<file path="src/rtl/lsu_bus_adapter_if.sv">
// Bundles for the load/store adapter: core-side request/response channel and
// the AXI-lite-style data-side bus. The adapter is the slave of the first and the master of the second.

interface lsu_req_if #(
   parameter int XLEN   = 64,
   parameter int ADDR_W = 64
);
   logic              req_valid;
   logic              req_ready;
   logic              req_wen;
   logic [ADDR_W-1:0] req_addr;
   logic [XLEN-1:0]   req_wdata;
   logic [1:0]        req_size;
   logic              req_signed;
   logic              resp_valid;
   logic              resp_ready;
   logic [XLEN-1:0]   resp_rdata;
   logic              resp_err;

   modport master (
      output req_valid, req_wen, req_addr, req_wdata, req_size, req_signed, resp_ready,
      input  req_ready, resp_valid, resp_rdata, resp_err
   );

   modport slave (
      input  req_valid, req_wen, req_addr, req_wdata, req_size, req_signed, resp_ready,
      output req_ready, resp_valid, resp_rdata, resp_err
   );
endinterface

interface lsu_axi_if #(
   parameter int XLEN   = 64,
   parameter int ADDR_W = 64
);
   logic              ar_valid;
   logic              ar_ready;
   logic [ADDR_W-1:0] ar_addr;
   logic              r_valid;
   logic              r_ready;
   logic [XLEN-1:0]   r_data;
   logic [1:0]        r_resp;
   logic              aw_valid;
   logic              aw_ready;
   logic [ADDR_W-1:0] aw_addr;
   logic              w_valid;
   logic              w_ready;
   logic [XLEN-1:0]   w_data;
   logic [XLEN/8-1:0] w_strb;
   logic              b_valid;
   logic              b_ready;
   logic [1:0]        b_resp;

   modport master (
      output ar_valid, ar_addr, r_ready, aw_valid, aw_addr, w_valid, w_data, w_strb, b_ready,
      input  ar_ready, r_valid, r_data, r_resp, aw_ready, w_ready, b_valid, b_resp
   );

   modport slave (
      input  ar_valid, ar_addr, r_ready, aw_valid, aw_addr, w_valid, w_data, w_strb, b_ready,
      output ar_ready, r_valid, r_data, r_resp, aw_ready, w_ready, b_valid, b_resp
   );
endinterface

</file>
<file path="src/rtl/lsu_bus_adapter.sv">
// Load/store unit bus master: one outstanding access, aligned bus beats,
// lane shifting for stores and sign/zero extension for loads.

module lsu_bus_adapter #(
   parameter int XLEN   = 64,
   parameter int ADDR_W = 64
) (
   input  logic      clock,
   input  logic      reset,
   lsu_req_if.slave  core,
   lsu_axi_if.master bus
);
   localparam int NBYTES = XLEN / 8;
   localparam int OFF_W  = $clog2(NBYTES);

   typedef enum logic [2:0] {
      IDLE,
      RD_ADDR,
      RD_DATA,
      WR_REQ,
      WR_RESP,
      RESP
   } state_e;

   state_e            state_q, state_d;
   logic [ADDR_W-1:0] addr_q, addr_d;
   logic [OFF_W-1:0]  off_q, off_d;
   logic [1:0]        size_q, size_d;
   logic              signed_q, signed_d;
   logic [XLEN-1:0]   wdata_q, wdata_d;
   logic [NBYTES-1:0] strb_q, strb_d;
   logic              aw_done_q, aw_done_d;
   logic              w_done_q, w_done_d;
   logic [XLEN-1:0]   rdata_q, rdata_d;
   logic              err_q, err_d;

   // Request decode, evaluated only while IDLE accepts.
   logic [OFF_W-1:0]  req_off;
   logic [3:0]        align_mask;
   logic [3:0]        size_bytes;
   logic              misaligned;
   logic              illegal_size;
   logic [NBYTES-1:0] req_strb;

   always_comb begin
      req_off      = core.req_addr[OFF_W-1:0];
      align_mask   = (4'd1 << core.req_size) - 4'd1;
      size_bytes   = 4'd1 << core.req_size;
      misaligned   = |(core.req_addr[3:0] & align_mask);
      illegal_size = (XLEN == 32) && (core.req_size == 2'd3);
      req_strb     = '0;
      for (int b = 0; b < NBYTES; b++) begin
         req_strb[b] = (b >= int'(req_off)) && (b < int'(req_off) + int'(size_bytes));
      end
   end

   // Load lane extraction from the aligned read beat.
   logic [XLEN-1:0] r_shifted;
   logic [XLEN-1:0] r_ext;
   logic [6:0]      n_bits;
   logic            sign_bit;

   always_comb begin
      r_shifted = bus.r_data >> {off_q, 3'b000};
      n_bits    = 7'd8 << size_q;
      sign_bit  = 1'b0;
      r_ext     = '0;
      for (int i = 0; i < XLEN; i++) begin
         if (i == int'(n_bits) - 1) sign_bit = signed_q & r_shifted[i];
      end
      for (int i = 0; i < XLEN; i++) begin
         r_ext[i] = (i < int'(n_bits)) ? r_shifted[i] : sign_bit;
      end
   end

   // NOTE: every _d gets its hold value first so no path through the case infers a latch.
   always_comb begin
      state_d   = state_q;
      addr_d    = addr_q;
      off_d     = off_q;
      size_d    = size_q;
      signed_d  = signed_q;
      wdata_d   = wdata_q;
      strb_d    = strb_q;
      aw_done_d = aw_done_q;
      w_done_d  = w_done_q;
      rdata_d   = rdata_q;
      err_d     = err_q;

      case (state_q)
         IDLE: begin
            if (core.req_valid) begin
               off_d    = req_off;
               size_d   = core.req_size;
               signed_d = core.req_signed;
               rdata_d  = '0;
               err_d    = 1'b0;
               if (misaligned || illegal_size) begin
                  err_d   = 1'b1;
                  state_d = RESP;
               end else begin
                  addr_d  = {core.req_addr[ADDR_W-1:OFF_W], {OFF_W{1'b0}}};
                  if (core.req_wen) begin
                     wdata_d   = core.req_wdata << {req_off, 3'b000};
                     strb_d    = req_strb;
                     aw_done_d = 1'b0;
                     w_done_d  = 1'b0;
                     state_d   = WR_REQ;
                  end else begin
                     state_d = RD_ADDR;
                  end
               end
            end
         end

         RD_ADDR: begin
            if (bus.ar_ready) state_d = RD_DATA;
         end

         RD_DATA: begin
            if (bus.r_valid) begin
               err_d   = (bus.r_resp != 2'b00);
               rdata_d = (bus.r_resp != 2'b00) ? '0 : r_ext;
               state_d = RESP;
            end
         end

         WR_REQ: begin
            // Address and data channels complete independently, in any order.
            if (!aw_done_q && bus.aw_ready) aw_done_d = 1'b1;
            if (!w_done_q && bus.w_ready)   w_done_d  = 1'b1;
            if (aw_done_d && w_done_d) begin
               aw_done_d = 1'b0;
               w_done_d  = 1'b0;
               state_d   = WR_RESP;
            end
         end

         WR_RESP: begin
            if (bus.b_valid) begin
               err_d   = (bus.b_resp != 2'b00);
               rdata_d = '0;
               state_d = RESP;
            end
         end

         RESP: begin
            if (core.resp_ready) state_d = IDLE;
         end

         default: state_d = IDLE;
      endcase
   end

   // NOTE: sequential state uses non-blocking assignments only.
   always_ff @(posedge clock or posedge reset) begin
      if (reset) begin
         state_q   <= IDLE;
         addr_q    <= '0;
         off_q     <= '0;
         size_q    <= '0;
         signed_q  <= 1'b0;
         wdata_q   <= '0;
         strb_q    <= '0;
         aw_done_q <= 1'b0;
         w_done_q  <= 1'b0;
         rdata_q   <= '0;
         err_q     <= 1'b0;
      end else begin
         state_q   <= state_d;
         addr_q    <= addr_d;
         off_q     <= off_d;
         size_q    <= size_d;
         signed_q  <= signed_d;
         wdata_q   <= wdata_d;
         strb_q    <= strb_d;
         aw_done_q <= aw_done_d;
         w_done_q  <= w_done_d;
         rdata_q   <= rdata_d;
         err_q     <= err_d;
      end
   end

   // Handshake outputs are pure decodes of registered state, so reset clears them at once.
   assign core.req_ready  = (state_q == IDLE);
   assign core.resp_valid = (state_q == RESP);
   assign core.resp_rdata = rdata_q;
   assign core.resp_err   = err_q;

   assign bus.ar_valid = (state_q == RD_ADDR);
   assign bus.ar_addr  = addr_q;
   assign bus.r_ready  = (state_q == RD_DATA);
   assign bus.aw_valid = (state_q == WR_REQ) && !aw_done_q;
   assign bus.aw_addr  = addr_q;
   assign bus.w_valid  = (state_q == WR_REQ) && !w_done_q;
   assign bus.w_data   = wdata_q;
   assign bus.w_strb   = strb_q;
   assign bus.b_ready  = (state_q == WR_RESP);

endmodule

</file>
<file path="src/flat_wrapper.sv">
// flat-port wrapper written by rule: the top's interface ports become plain ports
module lsu_bus_adapter_flat 
#(
   parameter int XLEN   = 64,
   parameter int ADDR_W = 64
)
  (clock, reset, core_req_valid, core_req_wen, core_req_addr, core_req_wdata, core_req_size, core_req_signed, core_resp_ready, core_req_ready, core_resp_valid, core_resp_rdata, core_resp_err, bus_ar_valid, bus_ar_addr, bus_r_ready, bus_aw_valid, bus_aw_addr, bus_w_valid, bus_w_data, bus_w_strb, bus_b_ready, bus_ar_ready, bus_r_valid, bus_r_data, bus_r_resp, bus_aw_ready, bus_w_ready, bus_b_valid, bus_b_resp);
  lsu_req_if #(.XLEN(XLEN), .ADDR_W(ADDR_W)) core_i ();
  lsu_axi_if #(.XLEN(XLEN), .ADDR_W(ADDR_W)) bus_i ();
  input  logic clock;
  input  logic reset;
  input wire logic [$bits(core_i.req_valid)-1:0] core_req_valid;
  input wire logic [$bits(core_i.req_wen)-1:0] core_req_wen;
  input wire logic [$bits(core_i.req_addr)-1:0] core_req_addr;
  input wire logic [$bits(core_i.req_wdata)-1:0] core_req_wdata;
  input wire logic [$bits(core_i.req_size)-1:0] core_req_size;
  input wire logic [$bits(core_i.req_signed)-1:0] core_req_signed;
  input wire logic [$bits(core_i.resp_ready)-1:0] core_resp_ready;
  output wire logic [$bits(core_i.req_ready)-1:0] core_req_ready;
  output wire logic [$bits(core_i.resp_valid)-1:0] core_resp_valid;
  output wire logic [$bits(core_i.resp_rdata)-1:0] core_resp_rdata;
  output wire logic [$bits(core_i.resp_err)-1:0] core_resp_err;
  output wire logic [$bits(bus_i.ar_valid)-1:0] bus_ar_valid;
  output wire logic [$bits(bus_i.ar_addr)-1:0] bus_ar_addr;
  output wire logic [$bits(bus_i.r_ready)-1:0] bus_r_ready;
  output wire logic [$bits(bus_i.aw_valid)-1:0] bus_aw_valid;
  output wire logic [$bits(bus_i.aw_addr)-1:0] bus_aw_addr;
  output wire logic [$bits(bus_i.w_valid)-1:0] bus_w_valid;
  output wire logic [$bits(bus_i.w_data)-1:0] bus_w_data;
  output wire logic [$bits(bus_i.w_strb)-1:0] bus_w_strb;
  output wire logic [$bits(bus_i.b_ready)-1:0] bus_b_ready;
  input wire logic [$bits(bus_i.ar_ready)-1:0] bus_ar_ready;
  input wire logic [$bits(bus_i.r_valid)-1:0] bus_r_valid;
  input wire logic [$bits(bus_i.r_data)-1:0] bus_r_data;
  input wire logic [$bits(bus_i.r_resp)-1:0] bus_r_resp;
  input wire logic [$bits(bus_i.aw_ready)-1:0] bus_aw_ready;
  input wire logic [$bits(bus_i.w_ready)-1:0] bus_w_ready;
  input wire logic [$bits(bus_i.b_valid)-1:0] bus_b_valid;
  input wire logic [$bits(bus_i.b_resp)-1:0] bus_b_resp;
  assign core_i.req_valid = core_req_valid;
  assign core_i.req_wen = core_req_wen;
  assign core_i.req_addr = core_req_addr;
  assign core_i.req_wdata = core_req_wdata;
  assign core_i.req_size = core_req_size;
  assign core_i.req_signed = core_req_signed;
  assign core_i.resp_ready = core_resp_ready;
  assign core_req_ready = core_i.req_ready;
  assign core_resp_valid = core_i.resp_valid;
  assign core_resp_rdata = core_i.resp_rdata;
  assign core_resp_err = core_i.resp_err;
  assign bus_ar_valid = bus_i.ar_valid;
  assign bus_ar_addr = bus_i.ar_addr;
  assign bus_r_ready = bus_i.r_ready;
  assign bus_aw_valid = bus_i.aw_valid;
  assign bus_aw_addr = bus_i.aw_addr;
  assign bus_w_valid = bus_i.w_valid;
  assign bus_w_data = bus_i.w_data;
  assign bus_w_strb = bus_i.w_strb;
  assign bus_b_ready = bus_i.b_ready;
  assign bus_i.ar_ready = bus_ar_ready;
  assign bus_i.r_valid = bus_r_valid;
  assign bus_i.r_data = bus_r_data;
  assign bus_i.r_resp = bus_r_resp;
  assign bus_i.aw_ready = bus_aw_ready;
  assign bus_i.w_ready = bus_w_ready;
  assign bus_i.b_valid = bus_b_valid;
  assign bus_i.b_resp = bus_b_resp;
  lsu_bus_adapter #(.XLEN(XLEN), .ADDR_W(ADDR_W)) u_core (.clock(clock), .reset(reset), .core(core_i), .bus(bus_i));
endmodule
</file>
<file path="config.mk">
export PLATFORM = sky130hd
export DESIGN_NAME = lsu_bus_adapter_flat
export DESIGN_NICKNAME = d
export VERILOG_FILES = /design/src/rtl/lsu_bus_adapter_if.sv /design/src/rtl/lsu_bus_adapter.sv /design/src/flat_wrapper.sv
export SDC_FILE = /design/constraint.sdc
export NUM_CORES = 1
export LEC_CHECK = 0
export BUFFER_PORTS_ARGS = -buffer_cell sky130_fd_sc_hd__buf_2
export CORE_AREA = 8 8 178 180
export CTS_CLUSTER_DIAMETER = 150
export DETAILED_ROUTE_END_ITERATION = 8
export DIE_AREA = 0 0 186 188
export PLACE_DENSITY = 0.71
export SLEW_MARGIN = 20
export SYNTH_ARGS = -nofsm -noshare
export SYNTH_HDL_FRONTEND = slang
export SYNTH_SLANG_ARGS = --single-unit
</file>
<file path="constraint.sdc">
create_clock -name clock -period 19.4 [get_ports clock]
set_input_delay 3.88 -clock clock [delete_from_list [all_inputs] [get_ports clock]]
set_output_delay 3.88 -clock clock [all_outputs]
set_load 0.02 [all_outputs]
</file>
Word-level counts from Yosys, hierarchy flattened
Index checks and enable logic that the tools add are counted.
- flip-flop bits (word level): 209
- input bits: 209
- output and inout port bits: 272
- add/subtract/negate cells: 3
- reduce and logical (&&, ||, !) cells: 27
- order comparisons: 79
- bitwise logic cells: 66
- equal/unequal tests: 76
- mux-type cells: 158
- shifts and indexed selects: 4
- operators with widths (operator ; count):
    equality test 7 x 32 -> 1 bit, first input constant ; 32
    equality test 6 x 32 -> 1 bit, first input constant ; 16
    equality test 5 x 32 -> 1 bit, first input constant ; 8
    two-way mux 64 bit ; 4
    less-than comparator 6 x 7 -> 1 bit, first input constant ; 32
    one-hot mux 64 bit (3 select lines) ; 1
    two-way mux 1 bit ; 141
    equality test 4 x 32 -> 1 bit, first input constant ; 4
    less-than comparator 4 x 32 -> 1 bit, first input constant ; 4
    less-than comparator 5 x 7 -> 1 bit, first input constant ; 16
    bitwise AND 1 bit ; 64
    equality test 3 x 32 -> 1 bit, first input constant ; 2
    less-than comparator 3 x 32 -> 1 bit, first input constant ; 2
    left shift 64 x 6 -> 64 bit ; 1
    >> shifter 64 x 6 -> 64 bit ; 1
    less-than comparator 4 x 7 -> 1 bit, first input constant ; 8
    equality test 2 x 32 -> 1 bit, first input constant ; 1
    zero test 32 bit ; 1
    less-than comparator 1 x 32 -> 1 bit, first input constant ; 1
    less-than comparator 2 x 32 -> 1 bit, first input constant ; 1
    less-than comparator 3 x 7 -> 1 bit, first input constant ; 4
    two-way mux 3 bit ; 7
    one-hot mux 3 bit (6 select lines) ; 1
    less-than comparator 1 x 7 -> 1 bit, first input constant ; 2
    other kinds (29) ; 59

Longest topological paths before layout
Gate-level depths: netlist (run 1).
- depth in word-level cells: 71
- gate-level depth with buffers: 10
- gate-level depth less buffers: 8

Worst setup path before layout (run 1)
No wires, ideal clock.
- path type: input -> register
- start point: input core_req_size[1]
- end point: register u_core.strb_q[1] (netlist: u_core.bus.w_strb[1])
- arrival time: 5916 ps
- library setup time: 133 ps
- data required time: 19267 ps
- buffers on the path: 1
- cell stages on the path: 8
- slack: 13351 ps
- cells stage by stage: clkbuf_1 -> nor2_1 -> ha_1 -> fa_1 -> xor2_1 -> or4b_2 -> o21ai_0 -> o21ai_0
- longest elaborated chain between the ends: 6
- elaborated cells between the ends (all ways): 9
- classes of those cells: 2 x add/sub; 1 x order compare; 1 x shift; 2 x bitwise; 3 x reduce/logical
- RTL lines (what ; line ; text):
    from (decl) ; flat_wrapper.sv:16 ; input wire logic [$bits(core_i.req_size)-1:0] core_req_size;
    left shift 1 x 2 -> 4 bit (*) ; lsu_bus_adapter.sv:47, lsu_bus_adapter.sv:48 ;
    branches (longest 5 deep; another with less-than comparator 2 x 32 -> 1 bit) ; n/a ;
    to (signal assigned) ; lsu_bus_adapter.sv:176 ; strb_q <= strb_d;
    to (decl) ; lsu_bus_adapter.sv:31 ; logic [NBYTES-1:0] strb_q, strb_d;
Mark *: on every way between the ends.
A chain may end at the register's enable or synchronous reset.

Worst setup path after layout (run 1)
- start point: input core_req_addr[0]
- end point: register u_core.wdata_q[54] (netlist: u_core.bus.w_data[54])
- longest elaborated chain between the ends: 4
- elaborated cells between the ends (all ways): 5
- classes of those cells: 1 x shift; 2 x bitwise; 2 x reduce/logical
- RTL lines (what ; line ; text):
    from (decl) ; flat_wrapper.sv:14 ; input wire logic [$bits(core_i.req_addr)-1:0] core_req_addr;
    branches (longest 4 deep; another with left shift 64 x 6 -> 64 bit) ; n/a ;
    to (signal assigned) ; lsu_bus_adapter.sv:175 ; wdata_q <= wdata_d;
    to (decl) ; lsu_bus_adapter.sv:30 ; logic [XLEN-1:0] wdata_q, wdata_d;
Parallel ways; which one is timed is not known.

==> results of run 1 <==
sequential cells by signal, indices dropped and copies added (netlist names):
signal / count
u_core.bus.w_data: 64
u_core.size_q: 2
u_core.off_q: 3
u_core.state_q: 3
u_core.core.resp_err: 1
u_core.w_done_q: 1
u_core.signed_q: 1
u_core.core.resp_rdata: 64
u_core.aw_done_q: 1
u_core.bus.ar_addr: 61
u_core.bus.w_strb: 8
placed cells by master, fill, tap and decap left out, types with 4 or more instances in the layout:
master	Yosys	final
buf_2	28	473
dfrtp_1	209	207
nand2_1	167	167
mux2_2	92	92
o21ai_0	80	80
mux2i_1	64	64
mux4_2	58	58
nor2_1	51	51
a21oi_1	26	26
clkbuf_16	0	25
a221o_1	16	16
a32oi_1	16	16
nor2b_1	14	14
a22oi_1	14	14
nand3_1	14	14
nand2b_1	13	13
buf_4	67	13
o31ai_1	11	11
inv_1	11	10
a211oi_1	9	9
o21a_1	9	9
a211o_1	8	8
a22o_1	8	8
a31oi_1	7	7
a2bb2oi_1	7	7
a21o_1	7	6
o31ai_2	6	6
and2_1	6	6
ha_1	6	6
conb_1	1	6
clkbuf_1	54	6
diode_2	0	5
nor3_1	5	5
clkinv_2	0	4
bufinv_16	0	4
critical path, cell delays in order:
cell	delay, ns
buf_4	0.76
ha_1	0.38
a211oi_4	0.06
nand2_4	0.44
buf_4	0.66
mux2_2	0.40
kinds of logic (layout without fill, tap and decap cells):
| family | count (synthesis) | count (layout) | share of synthesized area |
|---|---|---|---|
| multiplexers | 214 | 214 | 0.245 |
| buffers and inverters | 169 | 543 | 0.0756 |
| AND/OR/NAND/NOR | 286 | 286 | 0.102 |
| other | 1 | 11 | 0.000308 |
| XOR/XNOR | 2 | 2 | 0.00144 |
| flip-flops | 209 | 209 | 0.430 |
| adder cells (fa/ha/maj) | 7 | 7 | 0.00781 |
| AO/OA/AOI/OAI | 242 | 242 | 0.138 |
power groups by stage:
stage	clock network (uW)	registers, uW	logic [uW]
final	485	693	1080
after global routing	512	713	1150
after CTS	498	691	1080
after detailed placement	0	695	1090
after global placement	0	692	1070
after floorplan	0	830	653
worst paths after layout:
path / start / endpoint / depth (start not counted)
worst max-delay path: core_req_addr[0] / u_core.bus.w_data[54]$_DFFE_PP0P_ / 6
worst min-delay path: u_core.bus.w_data[21]$_DFFE_PP0P_ / u_core.bus.w_data[21]$_DFFE_PP0P_ / 2
worst max register to register: u_core.off_q[2]$_DFFE_PP0P_ / u_core.core.resp_rdata[16]$_DFFE_PP0P_ / 5
worst min register to register: u_core.bus.w_data[21]$_DFFE_PP0P_ / u_core.bus.w_data[21]$_DFFE_PP0P_ / 2
max in group asynchronous: reset / u_core.off_q[1]$_DFFE_PP0P_ / 3
min in group asynchronous: reset / u_core.bus.ar_addr[56]$_DFFE_PP0P_ / 2
layout make-up:
class | instances | area, um2 | share of cell area
well taps | 390 | 488 | 0.0322
multi-input cells | 757 | 6050 | 0.399
repair buffers | 487 | 2480 | 0.163
clock inverters | 10 | 158 | 0.0104
flip-flops and latches | 209 | 5230 | 0.345
diodes | 5 | 12.5 | 0.000826
clock buffers | 34 | 689 | 0.0455
inverters | 12 | 52.6 | 0.00347
metal layers:
metal	vias to the layer above	share of wire	track usage
li1	4784	-	-
met2	486	0.48	0.381
met3	100	0.093	0.0594
met5	-	0.0014	0
met1	5180	0.38	0.282
met4	10	0.039	0.0925
through the flow:
step | power [uW] | cells | area, um2 | utilization
after floorplan | 1480 | 1135 | 12200 | -
after global placement | 1760 | 1855 | 14300 | 0.493
after detailed placement | 1780 | 1855 | 14300 | 0.493
after CTS | 2270 | 1899 | 15100 | 0.522
after global routing | 2370 | 1903 | 15200 | 0.522
final | 2260 | 1904 | 15200 | 0.522
==> flow_metrics.tcl, run 1 <==
set metrics [dict create \
    run_status "finished clean" \
    ys_async_sr_fraction 1.00 \
    tightest_slew_ns 1.08 \
    core_mm2 0.0290 \
    postCtsSetupBuffers 0 \
    clk_pin_slew_ns 0.06 \
    drc 0 \
    switching_share 0.425 \
    synth_area_per_cell_um2 10.8 \
    wl_per_cell_um 22.3 \
    gp_congestion 0.918 \
    drive_above_1_share 0.457 \
    pwr-share-comb 0.478 \
    p_leak_uw 0.00783 \
    finClkSkew_ns 0.0110 \
    die_h_um 188 \
    pwr-share-clk 0.215 \
    setup-violations-final 0 \
    nNetsFinal 1707 \
    arrival_ns 6.73 \
    placementRows 63 \
    cts_hold_buffers 0 \
    grt_max_degree 131 \
    dieWidth_um 186 \
    max_clock_freq_ghz 0.158 \
    antenna_found_initial 10 \
    maxSlewViolCount 0 \
    yosysWarningCount 0 \
    internal_power_uw 1300 \
    cts.sinks 209 \
    hp-class "flop to flop" \
    cp-start-kind "input port" \
    max_cap_violations 0 \
    synth-seq-cells 209 \
    die_area_mm2 0.0350 \
    place_ws_ns 12.56 \
    cts-root-buf "clkbuf_16" \
    synth_area_leaders "dfrtp_1 43%, mux4_2 11%, mux2_2 8.5%" \
    pwr_density_cell_mw_per_mm2 149 \
    yosys.area.top_type_share 0.430 \
    setup_slack_ns 13.07 \
    seqPwrFrac 0.307 \
    grt_usage 0.231 \
    grt_pass1_vias 10700 \
    yosysSeqAreaShare 0.430 \
    routed-via-count 10600 \
    grt.overflow.total 0 \
    ys_dominant_reg_cell "dfrtp_1" \
    syn_area_mm2 0.0122 \
    cts_resized 0 \
    synth_top_area_cell "dfrtp_1" \
    peakVddDrop_mv 0.0752 \
    path_max_fanout 75 \
    start_util 0.420 \
    hold_slack_ns 0.471 \
    htreeDepth 1 \
    first_pass_iters 5 \
    io_buffers 474 \
    slew_headroom 0.282 \
    synth_edf_count 0 \
    hold_viol 0 \
    min_period_ns 6.33 \
    syn_to_final_growth_pct 24.5 \
    drt_iter0_drc 684 \
    cp-end-kind "flop" \
    rsz0062_at_grt "false" \
    finalWirelength_um 42400 \
    cts_buffer_depth 3 \
    fin_tns_setup_ns 0 \
    period_share 0.326 \
    ys_types 58 \
    fillerInstances 2655 \
    hpwl_um 32600 \
    yosys.cell_count.top_type "dfrtp_1" \
    antenna_left 0 \
    via_per_inst 5.55 \
    ios 481 \
    crit_type "input port to flop" \
    p_switching_uw 960 \
    cts-buffers-inserted 24 \
    synthCells 1130 \
    netlist_top_cells_count "209 x dfrtp_1, 167 x nand2_1, 92 x mux2_2" \
    worstPathRequired_ns 19.80 \
    rrSetupSlack_ns 15.58 \
    cts_tree "built" \
    grt_pass1_wl_um 63100 \
    clkLatencyLatePin_ns 0.52 \
]
No activity file was read; power rests on OpenSTA's default activity.
==> run 2, diff against run 1 <==
--- a/config.mk
+++ b/config.mk
@@ -6,11 +6,11 @@
 export NUM_CORES = 1
 export LEC_CHECK = 0
 export BUFFER_PORTS_ARGS = -buffer_cell sky130_fd_sc_hd__buf_2
-export CORE_AREA = 8 8 178 180
+export CORE_AREA = 8 8 180 182
 export CTS_CLUSTER_DIAMETER = 150
 export DETAILED_ROUTE_END_ITERATION = 8
-export DIE_AREA = 0 0 186 188
-export PLACE_DENSITY = 0.71
+export DIE_AREA = 0 0 188 190
+export PLACE_DENSITY = 0.7
 export SLEW_MARGIN = 20
 export SYNTH_ARGS = -nofsm -noshare
 export SYNTH_HDL_FRONTEND = slang
==> constraint.sdc (replaced) <==
create_clock -name clock -period 5.85 [get_ports clock]
set_input_delay 1.17 -clock clock [delete_from_list [all_inputs] [get_ports clock]]
set_output_delay 1.17 -clock clock [all_outputs]
set_load 0.02 [all_outputs]
==> run 2 against run 1 <==
Effect of this change:
- sequential share of layout area up 0.17 points
- worst setup slack worse by 10 ns
- worst hold slack better by 0.0026 ns
- clock-buffer cell count down 2
- non-clock buffer count up 3
- register-to-register slack worse by 13 ns
- critical path type is now flop to flop
- largest cell class unchanged
- highest routed layer unchanged
==> flow_metrics.tcl, run 2 (synthesis results as in run 1) <==
set metrics [dict create \
    antenna_left 0 \
    cts_buffer_depth 3 \
    grt_usage 0.230 \
    finalWirelength_um 43300 \
    max_cap_violations 0 \
    nNetsFinal 1710 \
    grt.overflow.total 0 \
    cts_hold_buffers 0 \
    wl_per_cell_um 22.7 \
    arrival_ns 3.55 \
    dieWidth_um 188 \
    pwr_density_cell_mw_per_mm2 485 \
    period_share 0.540 \
    antenna_found_initial 18 \
    cts_resized 0 \
    cp-end-kind "flop" \
    htreeDepth 1 \
    drt_iter0_drc 814 \
    clkLatencyLatePin_ns 0.52 \
    routed-via-count 10800 \
    rsz0062_at_grt "false" \
    core_mm2 0.0294 \
    most-common-layout-cells "473 x buf_2, 207 x dfrtp_1, 167 x nand2_1" \
    finClkSkew_ns 0.0231 \
    cts-root-buf "clkbuf_16" \
    syn_to_final_growth_pct 23.9 \
    drc 0 \
    cts-buffers-inserted 24 \
    via_per_inst 5.65 \
    hp-class "flop to flop" \
    start_util 0.414 \
    place_ws_ns 2.18 \
    cts_tree "built" \
    fin_cells 1909 \
    grt_pass1_vias 11100 \
    crit_chain "buf_4, mux4_2, mux2i_1, a211oi_1, o21a_1, a221o_1" \
    max_clock_freq_ghz 0.316 \
    maxSlewViolCount 0 \
    dpl.cell_count 1858 \
    first_pass_iters 5 \
    gp_congestion 0.931 \
    final_common_cell "buf_2" \
    drive_above_1_share 0.457 \
    fin_tns_setup_ns 0 \
    die_h_um 190 \
    setup-violations-final 0 \
    grt_pass1_wl_um 65900 \
    peakVddDrop_mv 0.215 \
    hold_viol 0 \
    run_status "finished clean" \
    cp-start-kind "flop" \
    postCtsSetupBuffers 0 \
    setup_slack_ns 2.69 \
    final_util 0.513 \
    hold_slack_ns 0.474 \
    min_period_ns 3.16 \
    critPathMaxStageDelay_ns 0.71 \
    p_leak_uw 0.00778 \
    tightest_slew_ns 0.981 \
    cts.sinks 209 \
    worstPathRequired_ns 6.24 \
    clk_pin_slew_ns 0.06 \
    die_area_mm2 0.0357 \
    path_max_fanout 70 \
    crit_path_top_delay_cell "buf_4" \
    grt_max_degree 104 \
    hpwl_um 33400 \
    io_buffers 474 \
    placementRows 63 \
    ios 481 \
    crit_type "flop to flop" \
    slew_headroom 0.344 \
]
## run 2: cell types whose count changed in the layout (fill, tap and decap cells not counted), sizes merged
cell / change
clkinvlp: +2
buf: +3
bufinv: -3
clkbuf: -2
diode: +7
inv: -2
## run 2: final timing paths
kind / start / to / slack (ns) / depth (start not counted)
max: u_core.off_q[0]$_DFFE_PP0P_ / u_core.core.resp_rdata[56]$_DFFE_PP0P_ / 2.69 / 6
min: u_core.bus.w_data[7]$_DFFE_PP0P_ / u_core.bus.w_data[7]$_DFFE_PP0P_ / 0.47 / 2
max reg2reg: u_core.off_q[0]$_DFFE_PP0P_ / u_core.core.resp_rdata[56]$_DFFE_PP0P_ / 2.69 / 6
min reg2reg: u_core.bus.w_data[7]$_DFFE_PP0P_ / u_core.bus.w_data[7]$_DFFE_PP0P_ / 0.47 / 2
max in group asynchronous: reset / u_core.off_q[1]$_DFFE_PP0P_ / 4.21 / 3
min in group asynchronous: reset / u_core.core.resp_rdata[52]$_DFFE_PP0P_ / 0.82 / 3
## run 2: final cells by class
| cell class | count | area (um2) |
|---|---|---|
| timing repair buffer | 490 | 2510 |
| sequential | 209 | 5230 |
| tap | 390 | 488 |
| clock buffer | 32 | 662 |
| antenna | 12 | 30.0 |
| fill | 2684 | 14300 |
| multi-input combinational | 757 | 6050 |
| inverter | 12 | 48.8 |
| clock inverter | 7 | 62.6 |
## run 2: metal layers
layer / routed length [um] / vias up / GRT usage
li1: - / 4786 / -
met1: 16100 / 5291 / 0.270
met2: 21200 / 604 / 0.390
met3: 4340 / 98 / 0.0701
met4: 1620 / 14 / 0.0952
met5: 92 / - / 0
## run 2: where the power goes
group          internal (uW)  switching, uW  total (uW)
sequential              1920            373        2290
clock                    831            599        1430
combinational           1390           2200        3590
total                   4140           3180        7310
## run 2: stage by stage
stage	total power [uW]	cell area [um2]
floorplan	4920	12200
global placement	5870	14300
detailed placement	5920	14300
CTS	7370	15100
global route	7720	15100
finish	7310	15100
## run 2: worst max-delay path, delay by kind of cell (launching register included)
family	cells	cell delay [ns]
AO/OA/AOI/OAI	3	0.93
buffers and inverters	1	0.71
flip-flops	1	0.33
multiplexers	2	1.02
==> run 3, diff against run 2 <==
==> constraint.sdc (replaced) <==
create_clock -name clock -period 3 [get_ports clock]
set_input_delay 0.6 -clock clock [delete_from_list [all_inputs] [get_ports clock]]
set_output_delay 0.6 -clock clock [all_outputs]
set_load 0.02 [all_outputs]
==> run 3 against run 2 <==
Effect of this change:
- power rose by 100%
- core utilization grew 1.2 points
- sequential share of layout area decreased by 0.82 points
- via count about the same
- maximum frequency increased by 24%
- sequential power increased by 95%
- clock power grew 120%
- clock-buffer cell count rose by 4
- highest routed layer unchanged
- critical path type unchanged
- largest power group unchanged
- largest cell class unchanged
- die area is the same
==> flow_metrics.tcl, run 3 (synthesis results as in run 1) <==
set metrics [dict create \
    via_per_inst 5.60 \
    hp-class "input port to async pin" \
    drc 0 \
    antenna_left 0 \
    dieWidth_um 188 \
    io_buffers 474 \
    path_max_fanout 15 \
    dr_wl_met3_um 4350 \
    drive_above_1_share 0.466 \
    hold_viol 0 \
    syn_to_final_growth_pct 26.9 \
    cts_buffer_depth 3 \
    final_area_mm2 0.0154 \
    grt_pass1_vias 11100 \
    cts.sinks 209 \
    grt_pass1_wl_um 66900 \
    max_clock_freq_ghz 0.391 \
    setup_slack_ns 0.446 \
    rsz0062_at_grt "false" \
    slew_headroom 0.466 \
    clkLatencyLatePin_ns 0.52 \
    setup-violations-final 0 \
    core_mm2 0.0294 \
    place_ws_ns 0.253 \
    period_share 0.851 \
    finalPower_uw 14800 \
    gp_congestion 0.923 \
    die_h_um 190 \
    worstPathRequired_ns 3.39 \
    placementRows 63 \
    ios 481 \
    htreeDepth 1 \
    drt_iter0_drc 804 \
    maxSlewViolCount 0 \
    cts-buffers-inserted 26 \
    critPathLaunch "u_core.off_q[0]$_DFFE_PP0P_" \
    most-common-layout-cells "473 x buf_2, 207 x dfrtp_1, 167 x nand2_1" \
    cts_hold_buffers 0 \
    hold_slack_ns 0.0219 \
    die_area_mm2 0.0357 \
    wl_per_cell_um 22.8 \
    rrSetupSlack_ns 0.45 \
    pwr_density_cell_mw_per_mm2 960 \
    arrival_ns 2.95 \
    final_common_cell "buf_2" \
    postCtsSetupBuffers 0 \
    finClkSkew_ns 0.0126 \
    nNetsFinal 1733 \
    wl_met2_um 21500 \
    crit_type "flop to flop" \
    first_pass_iters 5 \
    cts-root-buf "clkbuf_16" \
    cts_resized 0 \
    peakVddDrop_mv 0.570 \
    routed-via-count 10800 \
    critPathMaxStageDelay_ns 0.56 \
    r2r-end "u_core.core.resp_rdata[60]$_DFFE_PP0P_" \
    reg2reg_from "u_core.off_q[0]$_DFFE_PP0P_" \
    cp-start-kind "flop" \
    grt_usage 0.235 \
    grt_max_degree 83 \
    run_status "finished clean" \
    cts_tree "built" \
    max_cap_violations 0 \
    wl_met1_um 16600 \
    grt.overflow.total 0 \
    tightest_slew_ns 0.801 \
    hpwl_um 34300 \
    routed.top_layer "met5" \
    clk_pin_slew_ns 0.06 \
    crit_chain "mux4_2, a221oi_1, a211oi_1, o21a_1, a221o_1" \
    cp-end-kind "flop" \
    antenna_found_initial 12 \
    min_period_ns 2.55 \
    placed_area_mm2 0.0146 \
    p_leak_uw 0.00798 \
    reg2reg_depth 5 \
    finalWirelength_um 43900 \
    start_util 0.414 \
    crit_path_top_delay_cell "mux4_2" \
]
[run 3: changes by cell type in the layout (fill, tap and decap cells not counted), moves of 2 or more]
| cell | delta |
|---|---|
| buf_12 | +7 |
| buf_4 | +14 |
| bufinv_16 | +2 |
| clkbuf_16 | +2 |
| clkbuf_8 | +2 |
| clkinv_2 | -2 |
| diode_2 | -7 |
[run 3: layout make-up]
cell class,count,area (um2)
tap,390,488
clock inverter,8,121
timing repair buffer,511,2750
inverter,12,48.8
fill,2685,14000
multi-input combinational,757,6050
clock buffer,36,739
antenna,5,12.5
sequential,209,5230
[run 3: worst max-delay path, delay by kind of cell (launching register included)]
kind           cells  cell delay [ns]
multiplexers       1             0.56
flip-flops         1             0.55
AO/OA/AOI/OAI      4             1.30
[run 3: power by group]
| group | leakage [uW] | switching, uW | total [uW] | internal [uW] |
|---|---|---|---|---|
| combinational | 0.00483 | 4390 | 7200 | 2800 |
| sequential | 0.00273 | 723 | 4460 | 3740 |
| clock | 0.000420 | 1200 | 3170 | 1960 |
| total | 0.00798 | 6320 | 14800 | 8510 |
[run 3: per-layer routing]
metal / global-route usage / up-vias
met5: 0 / -
met4: 0.0773 / 14
met3: 0.0771 / 92
met2: 0.394 / 536
met1: 0.283 / 5340
li1: - / 4821
[run 3: worst max path at each step]
stage | endpoint | slack (ns) | cells after the start
floorplan | u_core.aw_done_q$_DFFE_PP0P_ | -0.31 | 1
global placement | u_core.bus.w_strb[1]$_DFFE_PP0P_ | 0.31 | 8
detailed placement | u_core.bus.w_strb[1]$_DFFE_PP0P_ | 0.25 | 8
CTS | u_core.core.resp_rdata[60]$_DFFE_PP0P_ | 0.50 | 5
finish | u_core.core.resp_rdata[60]$_DFFE_PP0P_ | 0.45 | 5
global route | u_core.core.resp_rdata[60]$_DFFE_PP0P_ | 0.36 | 5
[run 3: metrics by stage]
step | utilization | instances | TNS, ns
after global routing | 0.525 | 1928 | 0
after floorplan | - | 1135 | -65.67
after global placement | 0.496 | 1879 | 0
final | 0.525 | 1928 | 0
after CTS | 0.525 | 1923 | 0
after detailed placement | 0.496 | 1879 | 0
